[src/rtl/multdiv_ctrl_pkg.sv]
// Shared constants, state type and helpers for the multdiv sequencer.
// TIMEOUT exists only when MULTDIV_CTRL_TIMEOUT_EN is defined.
package multdiv_ctrl_pkg;

    localparam logic [4:0]  OP_MUL  = 5'd6;
    localparam logic [4:0]  OP_DIV  = 5'd7;
    localparam logic [4:0]  EXC_REG = 5'd30;
    localparam logic [31:0] EXC_MUL = 32'd4;
    localparam logic [31:0] EXC_DIV = 32'd5;
`ifdef MULTDIV_CTRL_TIMEOUT_EN
    localparam logic [5:0]  TIMEOUT = 6'd40;
`endif

    typedef enum logic [1:0] {
        S_IDLE  = 2'd0,
        S_START = 2'd1,
        S_WAIT  = 2'd2,
        S_WB    = 2'd3
    } md_state_t;

    function automatic logic is_multdiv_op(input logic [4:0] op);
        return (op == OP_MUL) || (op == OP_DIV);
    endfunction

    function automatic logic [31:0] exc_code(input logic is_div);
        return is_div ? EXC_DIV : EXC_MUL;
    endfunction

endpackage

[src/rtl/multdiv_hazard_check.sv]
// RAW hazard detect: decode sources against the pending multdiv destination.
// r0 is never a hazard since it is hardwired to zero.
module multdiv_hazard_check
    import multdiv_ctrl_pkg::*;
(
    input  logic       i_busy,
    input  logic [4:0] i_pend_rd,
    input  logic [4:0] i_rs1,
    input  logic [4:0] i_rs2,
    output logic       o_raw_hazard
);

    always_comb begin
        o_raw_hazard = i_busy && (i_pend_rd != '0) &&
                       ((i_rs1 == i_pend_rd) || (i_rs2 == i_pend_rd));
    end

endmodule

[src/rtl/multdiv_ctrl.sv]
// Multdiv sequencer: accept MUL/DIV, pulse start, wait for result, write back.
// Optional WAIT timeout enabled by defining MULTDIV_CTRL_TIMEOUT_EN.
module multdiv_ctrl
    import multdiv_ctrl_pkg::*;
(
    input  logic        clock,
    input  logic        reset,
    input  logic        issue_valid,
    input  logic [4:0]  alu_op,
    input  logic [4:0]  rd,
    input  logic [4:0]  rs1,
    input  logic [4:0]  rs2,
    input  logic        flush,
    input  logic        md_ready,
    input  logic        md_exception,
    input  logic [31:0] md_result,
    output logic        ctrl_mult,
    output logic        ctrl_div,
    output logic        stall,
    output logic        busy,
    output logic        wb_en,
    output logic [4:0]  wb_rd,
    output logic [31:0] wb_data
);

    md_state_t  r_state;
    logic       r_is_div;
    logic [4:0] r_rd;
`ifdef MULTDIV_CTRL_TIMEOUT_EN
    logic [5:0] r_wait_cnt;
`endif

    logic w_issue_md;
    logic w_accept;
    logic w_raw_hazard;

    always_comb begin
        w_issue_md = issue_valid && is_multdiv_op(alu_op);
        w_accept   = (r_state == S_IDLE) && w_issue_md && !flush;
    end

    multdiv_hazard_check u_hazard (
        .i_busy       (busy),
        .i_pend_rd    (r_rd),
        .i_rs1        (rs1),
        .i_rs2        (rs2),
        .o_raw_hazard (w_raw_hazard)
    );

    always_comb begin
        stall = (r_state == S_WB) || (busy && w_issue_md) || w_raw_hazard;
    end

    // Outputs are registered on the transition into the state that owns them.
    always_ff @(posedge clock or posedge reset) begin
        if (reset) begin
            r_state   <= S_IDLE;
            r_is_div  <= 1'b0;
            r_rd      <= '0;
            ctrl_mult <= 1'b0;
            ctrl_div  <= 1'b0;
            busy      <= 1'b0;
            wb_en     <= 1'b0;
            wb_rd     <= '0;
            wb_data   <= '0;
`ifdef MULTDIV_CTRL_TIMEOUT_EN
            r_wait_cnt <= '0;
`endif
        end else begin
            ctrl_mult <= 1'b0;
            ctrl_div  <= 1'b0;
            wb_en     <= 1'b0;
            wb_rd     <= '0;
            wb_data   <= '0;
            case (r_state)
                S_IDLE: begin
                    if (w_accept) begin
                        r_state   <= S_START;
                        r_is_div  <= (alu_op == OP_DIV);
                        r_rd      <= rd;
                        busy      <= 1'b1;
                        ctrl_mult <= (alu_op == OP_MUL);
                        ctrl_div  <= (alu_op == OP_DIV);
                    end
                end
                S_START: begin
                    r_state <= S_WAIT;
`ifdef MULTDIV_CTRL_TIMEOUT_EN
                    r_wait_cnt <= '0;
`endif
                end
                S_WAIT: begin
                    if (md_ready) begin
                        r_state <= S_WB;
                        if (md_exception) begin
                            wb_en   <= 1'b1;
                            wb_rd   <= EXC_REG;
                            wb_data <= exc_code(r_is_div);
                        end else begin
                            wb_en   <= (r_rd != '0);
                            wb_rd   <= r_rd;
                            wb_data <= md_result;
                        end
                    end
`ifdef MULTDIV_CTRL_TIMEOUT_EN
                    else if (r_wait_cnt == (TIMEOUT - 6'd1)) begin
                        r_state <= S_WB;
                        wb_en   <= 1'b1;
                        wb_rd   <= EXC_REG;
                        wb_data <= exc_code(r_is_div);
                    end else begin
                        r_wait_cnt <= r_wait_cnt + 6'd1;
                    end
`endif
                end
                S_WB: begin
                    r_state <= S_IDLE;
                    busy    <= 1'b0;
                end
                default: begin
                    r_state <= S_IDLE;
                    busy    <= 1'b0;
                end
            endcase
        end
    end

endmodule

[config.mk]
export PLATFORM = sky130hd
export DESIGN_NAME = multdiv_ctrl
export DESIGN_NICKNAME = d
export VERILOG_FILES = /design/src/rtl/multdiv_ctrl_pkg.sv /design/src/rtl/multdiv_hazard_check.sv /design/src/rtl/multdiv_ctrl.sv
export SDC_FILE = /design/constraint.sdc
export NUM_CORES = 1
export LEC_CHECK = 0
export CAP_MARGIN = 0
export CELL_PAD_IN_SITES_DETAIL_PLACEMENT = 1
export CELL_PAD_IN_SITES_GLOBAL_PLACEMENT = 2
export CORE_ASPECT_RATIO = 1.5
export CORE_MARGIN = 2
export CORE_UTILIZATION = 23
export DETAILED_ROUTE_END_ITERATION = 8
export GPL_TIMING_DRIVEN = 0
export PLACE_DENSITY = 0.76
export SYNTH_ARGS = -nofsm -noshare
export SYNTH_HDL_FRONTEND = slang
export SYNTH_HIERARCHICAL = 1
export SYNTH_SLANG_ARGS = --single-unit
[constraint.sdc]
create_clock -name clock -period 2.2 [get_ports clock]
set_input_delay 0.44 -clock clock [delete_from_list [all_inputs] [get_ports clock]]
set_output_delay 0.44 -clock clock [all_outputs]
set_load 0.005 [all_outputs]
==> summary.md, run 1 <==
| Metric | Value |
|---|---|
| Status | `finished clean` |
| Worst slew pin tran | `between 400 and 500 ps` |
| Number of DRC markers in iteration 0 | `34` |
| Syn Nets | `212` |
| Total GRT Usage | `11.06%` |
| Setup CP Type | `reg2out` |
| Post-synthesis mux area share | `under 10%` |
| Post-DP HPWL | `roughly 3800 µm` |
| Hold_ws | `487.1 ps` |
| First-pass GRT wire length | `about 7700 µm` |
| Final hold vios | `0` |
| Synth top area cells | `dfrtp_1, and2_1, mux2_4, nor2_1, xor2_1` |
| Worst-Skew Late Latency | `between 200 and 300 ps` |
| DIE AREA | `a little over 0.009 mm²` |
| Crit path max fanout | `4` |
| Layout cells sized above 1 | `14.02%` |
| Tmin final | `roughly 2100 ps` |
| Reg2reg end | `wb_data[21]` |
| Worst EP required | `around 1800 ps` |
| Die width | `approximately 79 µm` |
| Count leader, synth | `dfrtp_1` |
| Synth top area share | `around 64%` |
| Routability Congestion | `between 0.7 and 0.8` |
| Clock tree buffer depth | `2` |
| R2r setup slk | `about 480 ps` |
| DP Worst Slack | `-404.8 ps` |
| Data arrival, critical path | `between 1500 and 2000 ps` |
| Crit path cell chain | `or4_4 > o21ai_2 > a21oi_2 > nor2_1 > o21ai_1 > buf_2` |
| Library cells used by synthesis | `27` |
| Synth Area in XOR/XNOR | `4.563%` |
| Diodes inserted | `0` |
| DRC | `0` |
| Ports | `100` |
| Slowest stage cell on the critical path | `or4_4` |
| Post-Synth Adder-Cell Area | `under 10%` |
| Nets | `approximately 330` |
| Initial antenna violation count | `0` |
| Seq/Total Area, Yosys | `63.89%` |
| Cell Rows | `40` |
| Worst Setup End Kind | `output port` |
| Cells after Synth | `150` |
| Synth Area in Compound Gates | `under 10%` |
| Flops & latches, synth | `between 40 and 50` |
| Worst-path clk slew | `~60 ps` |
| Placed cells | `between 300 and 400` |
| CTS buffer count | `5` |
| Peak supply drop | `345.7 µV` |
| Starting Density | `between 20% and 30%` |
| RSZ-0062 raised after global routing | `true` |
| Hold_buf cts | `0` |
| Vias | `about 1500` |
| Max-Cap Viols | `0` |
| Number of flops mapped to enable cells by yosys | `0` |
| CTS root buf | `clkbuf_16` |
| Total iterations of the first detailed-routing run | `3` |
| Slew Viols, Final | `0` |
| Final setup viols | `0` |
| Grt ovf | `0` |
| Area leader, netlist | `dfrtp_1` |
| Die Y | `between 100 and 150 µm` |
| Post-synth top cells | `dfrtp_1, and2_1, nor2_1, mux2_4, xor2_1` |
| Crit-path max cell delay | `approximately 520 ps` |
| Leakage power | `between 1.5 and 2 nW` |
| Clock skew | `3.907 ps` |
| Final Non-Filler Cells | `approximately 370` |
| Tightest Hold Check Type | `in2async` |
| Slew HR | `69.83%` |
| H-tree Lvls | `2` |
| Total wire length | `a little under 5000 µm` |
| Yosys warning count | `6` |
| Period utilization | `between 90% and 100%` |
| Fmax | `0.4708 GHz` |
| Post-Syn Area per Cell | `between 10 and 15 µm²` |
| Simple-gate share of the synthesized area | `about 18%` |
| Antenna viol nets, final | `0` |
| Worst Slack Setup Final | `between 70 and 80 ps` |
| Vias in the first global route | `around 1600` |
| IO buf count | `just under 100` |
| Post-layout util | `41.09%` |
| Reg2Reg Depth | `6` |
| Synthesized area | `0.001919 mm²` |
| CTS tree | `yes` |
| WL per Instance | `around 13 µm` |
| CP Launch Type | `register` |
| Top FF cell, synth | `dfrtp_1` |
| Clock Sink Count | `between 40 and 50` |
| Synth async-reset ratio | `100.0%` |
| Largest family of logic cells by synthesized area | `simple AND/OR/NAND/NOR gates` |
| Core area | `between 0.008 and 0.009 mm²` |
| Synth-to-Final Area Change | `72.49%` |
| Reg2reg start | `r_state[0]` |
| Cell Pwr Density | `approximately 810 mW/mm²` |
| Avg Vias per Cell | `around 4` |
| Largest net degree at the start of global routing | `31` |
==> worst max-delay path, delay by kind of cell (launching register included) <==
| kind | cells | cell delay (ps) |
|---|---|---|
| AO/OA/AOI/OAI | 3 | 240 |
| buffers and inverters | 1 | 130 |
| flip-flops | 1 | 440 |
| AND/OR/NAND/NOR | 2 | 610 |
==> cell families after synthesis <==
| kind of cell | count (synthesis) |
|---|---|
| DFF | 49 |
| muxes | 9 |
| buffers and inverters | 10 |
| adders and majority gates | 4 |
| AOI/OAI and AO/OA | 7 |
| xor gates and xnor gates | 10 |
| and+or+nand+nor | 61 |
==> flip-flops by register name, indices dropped and copies added (netlist names), 2 cells and up <==
signal / count
r_rd: 5
wb_data: 32
wb_rd: 5
r_state: 2
==> metal layers <==
layer | up-vias | part of all wire (%) | track usage (%)
li1 | 698 | - | -
met1 | 698 | 35 | 11.09
met4 | 0 | 1.3 | 3.860
met5 | - | 0 | 0
met3 | 6 | 8.4 | 4.361
met2 | 61 | 55 | 20.57
==> timing repair <==
item	CTS	global route
endpoints found under the setup margin	1	1
gates resized for setup	10	11
pin swaps	3	6
buffers inserted	3	5
==> through the flow <==
stage               cell area [µm²]  setup TNS [ps]  total power [W]
finish                         3311               0         0.002674
CTS                            3242               0         0.002681
global route                   3311          -17.66         0.002845
global placement               3032          -22220         0.001753
floorplan                      1919               0         0.001420
detailed placement             3052          -404.8         0.001773
==> layout by cell type (no fill, tap or decap), drive strengths merged, types with 2 or more instances in the layout <==
master         Yosys  routed
a21oi              3       3
and2              31      31
buf                1      10
clkbuf             4      11
clkdlybuf4s50      0      92
dfrtp             49      49
dlygate4sd2        0       2
dlymetal6s2s       0       3
ha                 4       4
inv                5       5
mux2               7       7
mux2i              2       2
nand2              2       2
nand3              3       3
nor2              16      16
nor2b              3       3
nor3               2       2
o21ai              2       2
xnor2              4       4
xor2               6       6
==> worst max path at each step <==
stage | start | end | slack, ps | cells after the start
after global routing | r_rd[4] | stall | -20 | 8
final | r_rd[4] | stall | 80 | 6
after floorplan | r_rd[1] | stall | 520 | 5
after global placement | reset | r_rd[0] | -450 | 2
after detailed placement | rs2[3] | stall | -400 | 8
after CTS | r_rd[0] | stall | 10 | 7
==> area by class of cell <==
class                   count  area, µm²
fillers                   874       4747
flip-flops and latches     49       1232
repair buffers            106       1057
multi-input cells          91      671.9
clock buffers               7      142.6
well taps                 105      131.4
clock inverters             1      30.03
plain buffers               5      26.28
inverters                   5      18.77
==> where the power goes <==
group / switching [W] / internal [W]
Combinational: 0.000261 / 0.000444
Sequential: 0.0000761 / 0.00102
Clock: 0.000307 / 0.000568
Total: 0.000645 / 0.00203
Power figures use the tool's default switching activity.
==> run 2, diff against run 1 <==
- GPL_TIMING_DRIVEN: 0 -> not set
==> run 2 against run 1 <==
Against the previous run:
- utilization is essentially flat
- die area is the same
- sequential power is essentially flat
- non-clock buffer count grew 2
- worst hold slack lost 15 ps
- global-route usage grew 0.50 points
- power grew 0.35%
- clock-buffer cell count is the same
- clock power grew 0.8%
- sequential cell count is the same
- maximum frequency shrank 1.3%
==> summary.md, run 2 (synthesis gave the netlist of run 1 again) <==
| Metric | Value |
|---|---|
| Clock skew | `2.147 ps (-1.760 ps)` |
| Routability Congestion | `0.7882 (+9.1%)` |
| CP Launch Type | `primary input` |
| IO buf count | `99 (+1.0%)` |
| Fillcell total | `882 (+0.92%)` |
| Grt ovf | `0 (unchanged)` |
| Tmin final | `2151 ps (+27.06 ps)` |
| Final setup viols | `0 (unchanged)` |
| Starting Density | `23.82% (unchanged)` |
| Ports | `100 (unchanged)` |
| Slew Viols, Final | `0 (unchanged)` |
| DP Worst Slack | `-418.9 ps (-14.06 ps)` |
| Crit path max fanout | `1 (-3)` |
| Vias in the first global route | `1594 (-2.7%)` |
| Max-Cap Viols | `0 (unchanged)` |
| Crit path cell chain | `clkdlybuf4s50_1 > xor2_1 > nor3_1 > nand3_1 > a21oi_2 > nor2_1 > o21ai_1 > buf_2` |
| Data arrival, critical path | `1710 ps (+30 ps)` |
| Layout cells sized above 1 | `13.16% (-0.86 points)` |
| Footprint of the multi-input gates | `659.4 µm² (-1.9%)` |
| Period utilization | `97.78% (+1.2 points)` |
| Largest register FFs | `32 (unchanged)` |
| CTS root buf | `clkbuf_16` |
| Most flop-heavy register | `wb_data` |
| Vias | `1473 (+0.68%)` |
| Clock Sink Count | `49 (unchanged)` |
| Register Area | `0.001226 mm² (-0.51%)` |
| Leakage power | `1.546 nW (+0.62%)` |
| DIE AREA | `0.009106 mm² (unchanged)` |
| Slowest stage cell on the critical path | `clkdlybuf4s50_1` |
| Largest net degree at the start of global routing | `32 (+3.2%)` |
| Cell Rows | `40 (unchanged)` |
| Worst Setup End Kind | `output port` |
| Largest registers | `wb_data x32, r_rd x5, wb_rd x5` |
| Most common cell after layout, fill and taps aside | `clkdlybuf4s50_1` |
| Status | `finished clean` |
| Antenna viol nets, final | `0 (unchanged)` |
| Nets | `327 (+0.62%)` |
| Worst-path clk slew | `60 ps (about the same)` |
| Die width | `78.59 µm (unchanged)` |
| Crit-path max cell delay | `420 ps (-100 ps)` |
| DRC | `0 (unchanged)` |
| Clock tree buffer depth | `2 (unchanged)` |
| Post-layout util | `41.10% (about the same)` |
| Total iterations of the first detailed-routing run | `4 (+1)` |
| Core area | `0.008058 mm² (unchanged)` |
| Number of DRC markers in iteration 0 | `34 (unchanged)` |
| Hold_buf cts | `0 (unchanged)` |
| Slew HR | `70.76% (+0.94 points)` |
| Total wire length | `4951 µm (+3.0%)` |
| Worst Slack Setup Final | `48.94 ps (-27.06 ps)` |
| WL per Instance | `13.35 µm (+2.4%)` |
| RSZ-0062 raised after global routing | `true` |
| Total GRT Usage | `11.56% (+0.50 points)` |
| Commonest cells after routing, fill and taps aside | `clkdlybuf4s50_1, dfrtp_1, and2_1` |
| Final Non-Filler Cells | `371 (+0.54%)` |
| Worst-Skew Late Latency | `280 ps (about the same)` |
| CTS tree | `yes` |
| Worst EP required | `1760 ps (about the same)` |
| Synth-to-Final Area Change | `72.56% (about the same)` |
| H-tree Lvls | `2 (unchanged)` |
| Worst slew pin tran | `437.9 ps (-14.07 ps)` |
| Setup CP Type | `in2out` |
| Placed cells | `362 (+2.3%)` |
| Diodes inserted | `0 (unchanged)` |
| First-pass GRT wire length | `7997 µm (+3.3%)` |
| Fmax | `0.4649 GHz (-1.3%)` |
| Initial antenna violation count | `0 (unchanged)` |
| Cell Pwr Density | `810.1 mW/mm² (+0.31%)` |
| CTS buffer count | `5 (unchanged)` |
| Die Y | `115.9 µm (unchanged)` |
| Post-DP HPWL | `3916 µm (+4.3%)` |
| Peak supply drop | `298.6 µV (-14%)` |
| Tightest Hold Check Type | `in2async` |
| Avg Vias per Cell | `3.970 (+0.14%)` |
| Final hold vios | `0 (unchanged)` |
==> run 2: changes by cell type in the layout (fill, tap and decap cells not counted), moves of 2 or more <==
cell	previous run	this run
buf_6	2	0
clkdlybuf4s50_1	92	95
dlymetal6s2s_1	3	1
buf_4	6	13
dfrtp_1	44	49
clkbuf_1	5	1
dfrtp_2	5	0
==> run 2: area by class of cell <==
type / count / share of cell area [%]
well taps: 105 / 3.967
flip-flops and latches: 49 / 37.02
clock buffers: 7 / 4.307
repair buffers: 113 / 33.32
inverters: 5 / 0.5667
multi-input cells: 91 / 19.91
clock inverters: 1 / 0.9067
==> run 2: final timing paths <==
path / startpoint / to / slack [ps] / depth (start not counted)
max reg2reg: r_state[0] / r_rd[2] / 460 / 5
min in group clock: r_is_div / r_is_div / 520 / 1
max: rs1[2] / stall / 50 / 8
max in group asynchronous: reset / r_state[0] / 1250 / 3
min: reset / wb_data[18] / 470 / 2
min reg2reg: r_is_div / r_is_div / 520 / 1
==> run 2: through the flow <==
stage | TNS [ps] | cell area (µm²) | total power [W] | hold WS (ps)
finish | 0 | 3312 | 0.002683 | 472.3
CTS | 0 | 3304 | 0.002748 | 489.0
floorplan | 0 | 1919 | 0.001420 | 481.2
detailed placement | -418.9 | 3128 | 0.001840 | 505.5
global route | -18.11 | 3312 | 0.002849 | 515.5
global placement | -403.7 | 3128 | 0.001817 | 505.8
==> run 2: worst max-delay path: cells and delay by family <==
family	cells	cell delay, ps
compound gates	2	210
xor+xnor	1	160
buf+inv	2	550
simple gates	3	350
==> run 2: where the power goes <==
part | leakage, nW | total (W) | switching (W) | internal, W
combinational | 0.790 | 0.000726 | 0.000281 | 0.000446
clock | 0.0841 | 0.000882 | 0.000314 | 0.000568
sequential | 0.672 | 0.00107 | 0.0000612 | 0.00101
total | 1.55 | 0.00268 | 0.000656 | 0.00203
==> run 2: metal layers <==
| metal | up-vias | GRT usage [%] | share of wire, % |
|---|---|---|---|
| li1 | 703 | - | - |
| met1 | 702 | 12.29 | 36 |
| met2 | 60 | 20.23 | 53 |
| met3 | 8 | 4.439 | 8.6 |
| met4 | 0 | 5.146 | 2.3 |
| met5 | - | 0 | 0 |
==> run 2: repair_timing <==
action                                  CTS  global route
endpoints found under the setup margin    1             1
resized for setup                         8             2
pin swaps                                 3             1
setup buffers                             1             0
==> run 3, diff against run 2 <==
- CELL_PAD_IN_SITES_GLOBAL_PLACEMENT: 2 -> 1
- CORE_UTILIZATION: 23 -> 29
==> run 3 against run 2 <==
Against the previous run:
- cell count down 8.9%
- worst hold slack worse by 35 ps
- die area down 20%
- non-clock buffer count down 4
- critical path type is now reg2out
- critical endpoint unchanged
- largest cell class unchanged
- highest routed layer unchanged
==> summary.md, run 3 (synthesis gave the netlist of run 1 again) <==
| Metric | Value |
|---|---|
| Largest registers | `wb_data x32, r_rd x5, wb_rd x5` |
| Peak supply drop | `385.3 µV (+29%)` |
| Cell Pwr Density | `733.5 mW/mm² (-9.5%)` |
| Sequential share of power | `46.5% (+6.4 points)` |
| Vias in the first global route | `1643 (+3.1%)` |
| Reg2Reg Depth | `4 (-1)` |
| Ports | `100 (unchanged)` |
| Core area | `0.006441 mm² (-20%)` |
| Crit path max fanout | `3 (+2)` |
| DIE AREA | `0.007298 mm² (-20%)` |
| Worst slew pin tran | `465.7 ps (+27.81 ps)` |
| Final setup viols | `0 (unchanged)` |
| RSZ-0062 raised after global routing | `true` |
| Diodes inserted | `0 (unchanged)` |
| Clock share of power | `22.6% (-10 points)` |
| Worst Setup End Kind | `output port` |
| Post-Layout Inst Area | `0.003169 mm² (-4.3%)` |
| Avg Vias per Cell | `4.405 (+11%)` |
| Hold_ws | `437.1 ps (-35.17 ps)` |
| IO buf count | `99 (unchanged)` |
| Reg2reg end | `r_is_div` |
| CTS buffer count | `5 (unchanged)` |
| Worst-Skew Late Latency | `300 ps (+20 ps)` |
| Slew Viols, Final | `0 (unchanged)` |
| First-pass GRT wire length | `8142 µm (+1.8%)` |
| R2r setup slk | `400 ps (-60 ps)` |
| Die Y | `103.6 µm (-11%)` |
| Footprint of the multi-input gates | `659.4 µm² (unchanged)` |
| Largest net degree at the start of global routing | `33 (+3.1%)` |
| Slew HR | `68.95% (-1.8 points)` |
| H-tree Lvls | `2 (unchanged)` |
| NetSw | `0.0006453 W (-1.6%)` |
| Area after DPL | `0.003052 mm² (-2.4%)` |
| Worst-path clk slew | `90 ps (+30 ps)` |
| Nets | `323 (-1.2%)` |
| Antenna viol nets, final | `0 (unchanged)` |
| Grt ovf | `0 (unchanged)` |
| Post-DP HPWL | `3765 µm (-3.9%)` |
| Comb pwr share | `30.9% (+3.8 points)` |
| Final hold vios | `0 (unchanged)` |
| Fillcell total | `706 (-20%)` |
| DRC | `0 (unchanged)` |
| Total wire length | `4823 µm (-2.6%)` |
| Clock Sink Count | `49 (unchanged)` |
| Most common cell after layout, fill and taps aside | `clkdlybuf4s50_1` |
| Reg2reg start | `r_state[0]` |
| Starting Density | `29.80% (+6.0 points)` |
| Tightest Hold Check Type | `in2async` |
| CTS tree | `yes` |
| Placed cells | `328 (-9.4%)` |
| WL per Instance | `14.27 µm (+6.9%)` |
| Register Area | `0.001227 mm² (+0.10%)` |
| DP Worst Slack | `-337.0 ps (+81.92 ps)` |
| Total iterations of the first detailed-routing run | `4 (unchanged)` |
| Internal power | `0.001679 W (-17%)` |
| Clock skew | `8.456 ps (+6.309 ps)` |
| Fmax | `0.4684 GHz (+0.76%)` |
| CP Launch Type | `register` |
| Max-Cap Viols | `0 (unchanged)` |
| Most flop-heavy register | `wb_data` |
| Die width | `70.43 µm (-10%)` |
| Leakage power | `1.492 nW (-3.4%)` |
| Initial antenna violation count | `0 (unchanged)` |
| Clock tree buffer depth | `2 (unchanged)` |
| CTS root buf | `clkbuf_8` |
| Total GRT Usage | `13.96% (+2.4 points)` |
| Status | `finished clean` |
| Synth-to-Final Area Change | `65.12%` |
| Largest register FFs | `32 (unchanged)` |
| Tmin final | `2135 ps (-16.12 ps)` |
| Commonest cells after routing, fill and taps aside | `clkdlybuf4s50_1, dfrtp_1, and2_1` |
| Sw frac | `27.76% (+3.3 points)` |
| Number of DRC markers in iteration 0 | `82 (+140%)` |
| Period utilization | `97.04% (-0.73 points)` |
| Routability Congestion | `0.7378 (-6.4%)` |
| Layout cells sized above 1 | `12.60% (-0.56 points)` |
| Vias | `1489 (+1.1%)` |
| Final Non-Filler Cells | `338 (-8.9%)` |
| Data arrival, critical path | `1690 ps (-20 ps)` |
| Worst Slack Setup Final | `65.07 ps (+16.12 ps)` |
| Setup CP Type | `reg2out` |
| Cell Rows | `36 (-10%)` |
| Worst EP required | `1760 ps (about the same)` |
[run 3: cell count changes in the layout (fill, tap and decap cells not counted), moves of 2 or more]
cell           before  now
buf_4              13    8
clkinv_2            0    2
dlygate4sd2_1       2    0
clkbuf_16           5    0
clkbuf_8            1    5
[run 3: cell type report]
| cell class | count | share of cell area [%] |
|---|---|---|
| Sequential cell | 49 | 38.73 |
| Timing Repair Buffer | 109 | 34.15 |
| Multi-Input combinational cell | 91 | 20.81 |
| Tap cell | 76 | 3.000 |
| Clock buffer | 5 | 2.171 |
| Inverter | 5 | 0.5922 |
| Clock inverter | 3 | 0.5527 |
[run 3: worst max-delay path by stage]
| stage | start | endpoint | slack [ps] |
|---|---|---|---|
| global placement | rs1[2] | stall | -340 |
| floorplan | r_rd[1] | stall | 520 |
| finish | r_rd[2] | stall | 70 |
| CTS | r_rd[2] | stall | 4 |
| detailed placement | rs2[3] | stall | -340 |
| global route | r_rd[4] | stall | -50 |
[run 3: routing by layer]
metal | global-route usage (%) | share of wire, % | up-vias
li1 | - | - | 693
met1 | 16.41 | 38 | 732
met2 | 24.80 | 54 | 57
met3 | 2.918 | 6.3 | 7
met4 | 4.670 | 1.6 | 0
met5 | 0 | 0 | -
[run 3: through the flow]
| step | total power [W] | setup TNS (ps) | utilization (%) |
|---|---|---|---|
| finish | 0.002325 | 0 | 49.20 |
| global route | 0.002470 | -51.19 | 49.20 |
| CTS | 0.002337 | 0 | 48.89 |
| detailed placement | 0.001806 | -460.1 | 47.38 |
| global placement | 0.001782 | -339.5 | 47.38 |
| floorplan | 0.001420 | 0 | - |
[run 3: timing repair]
| action | CTS | global route |
|---|---|---|
| pin swaps | 3 | 4 |
| hold buffers | 0 | 0 |
| buffers inserted | 2 | 0 |
| hold endpoints to repair | 0 | 0 |
| gates resized for setup | 5 | 7 |
| cloned | 0 | 0 |
| setup endpoints to repair | 1 | 1 |
[run 3: power groups by stage]
stage	registers [W]	clock network [W]	logic, W
after CTS	0.00108	0.000544	0.000713
after detailed placement	0.00110	0	0.000705
final	0.00108	0.000526	0.000718
after floorplan	0.00110	0	0.000318
after global placement	0.00109	0	0.000689
after global routing	0.00110	0.000583	0.000792
[run 3: critical path, cell delays in order, from the launching register on]
cell     delay [ps]
dfrtp_2         430
or4_4           520
o21ai_2         140
a21oi_2          40
nor2_1           80
o21ai_1          60
buf_2           120
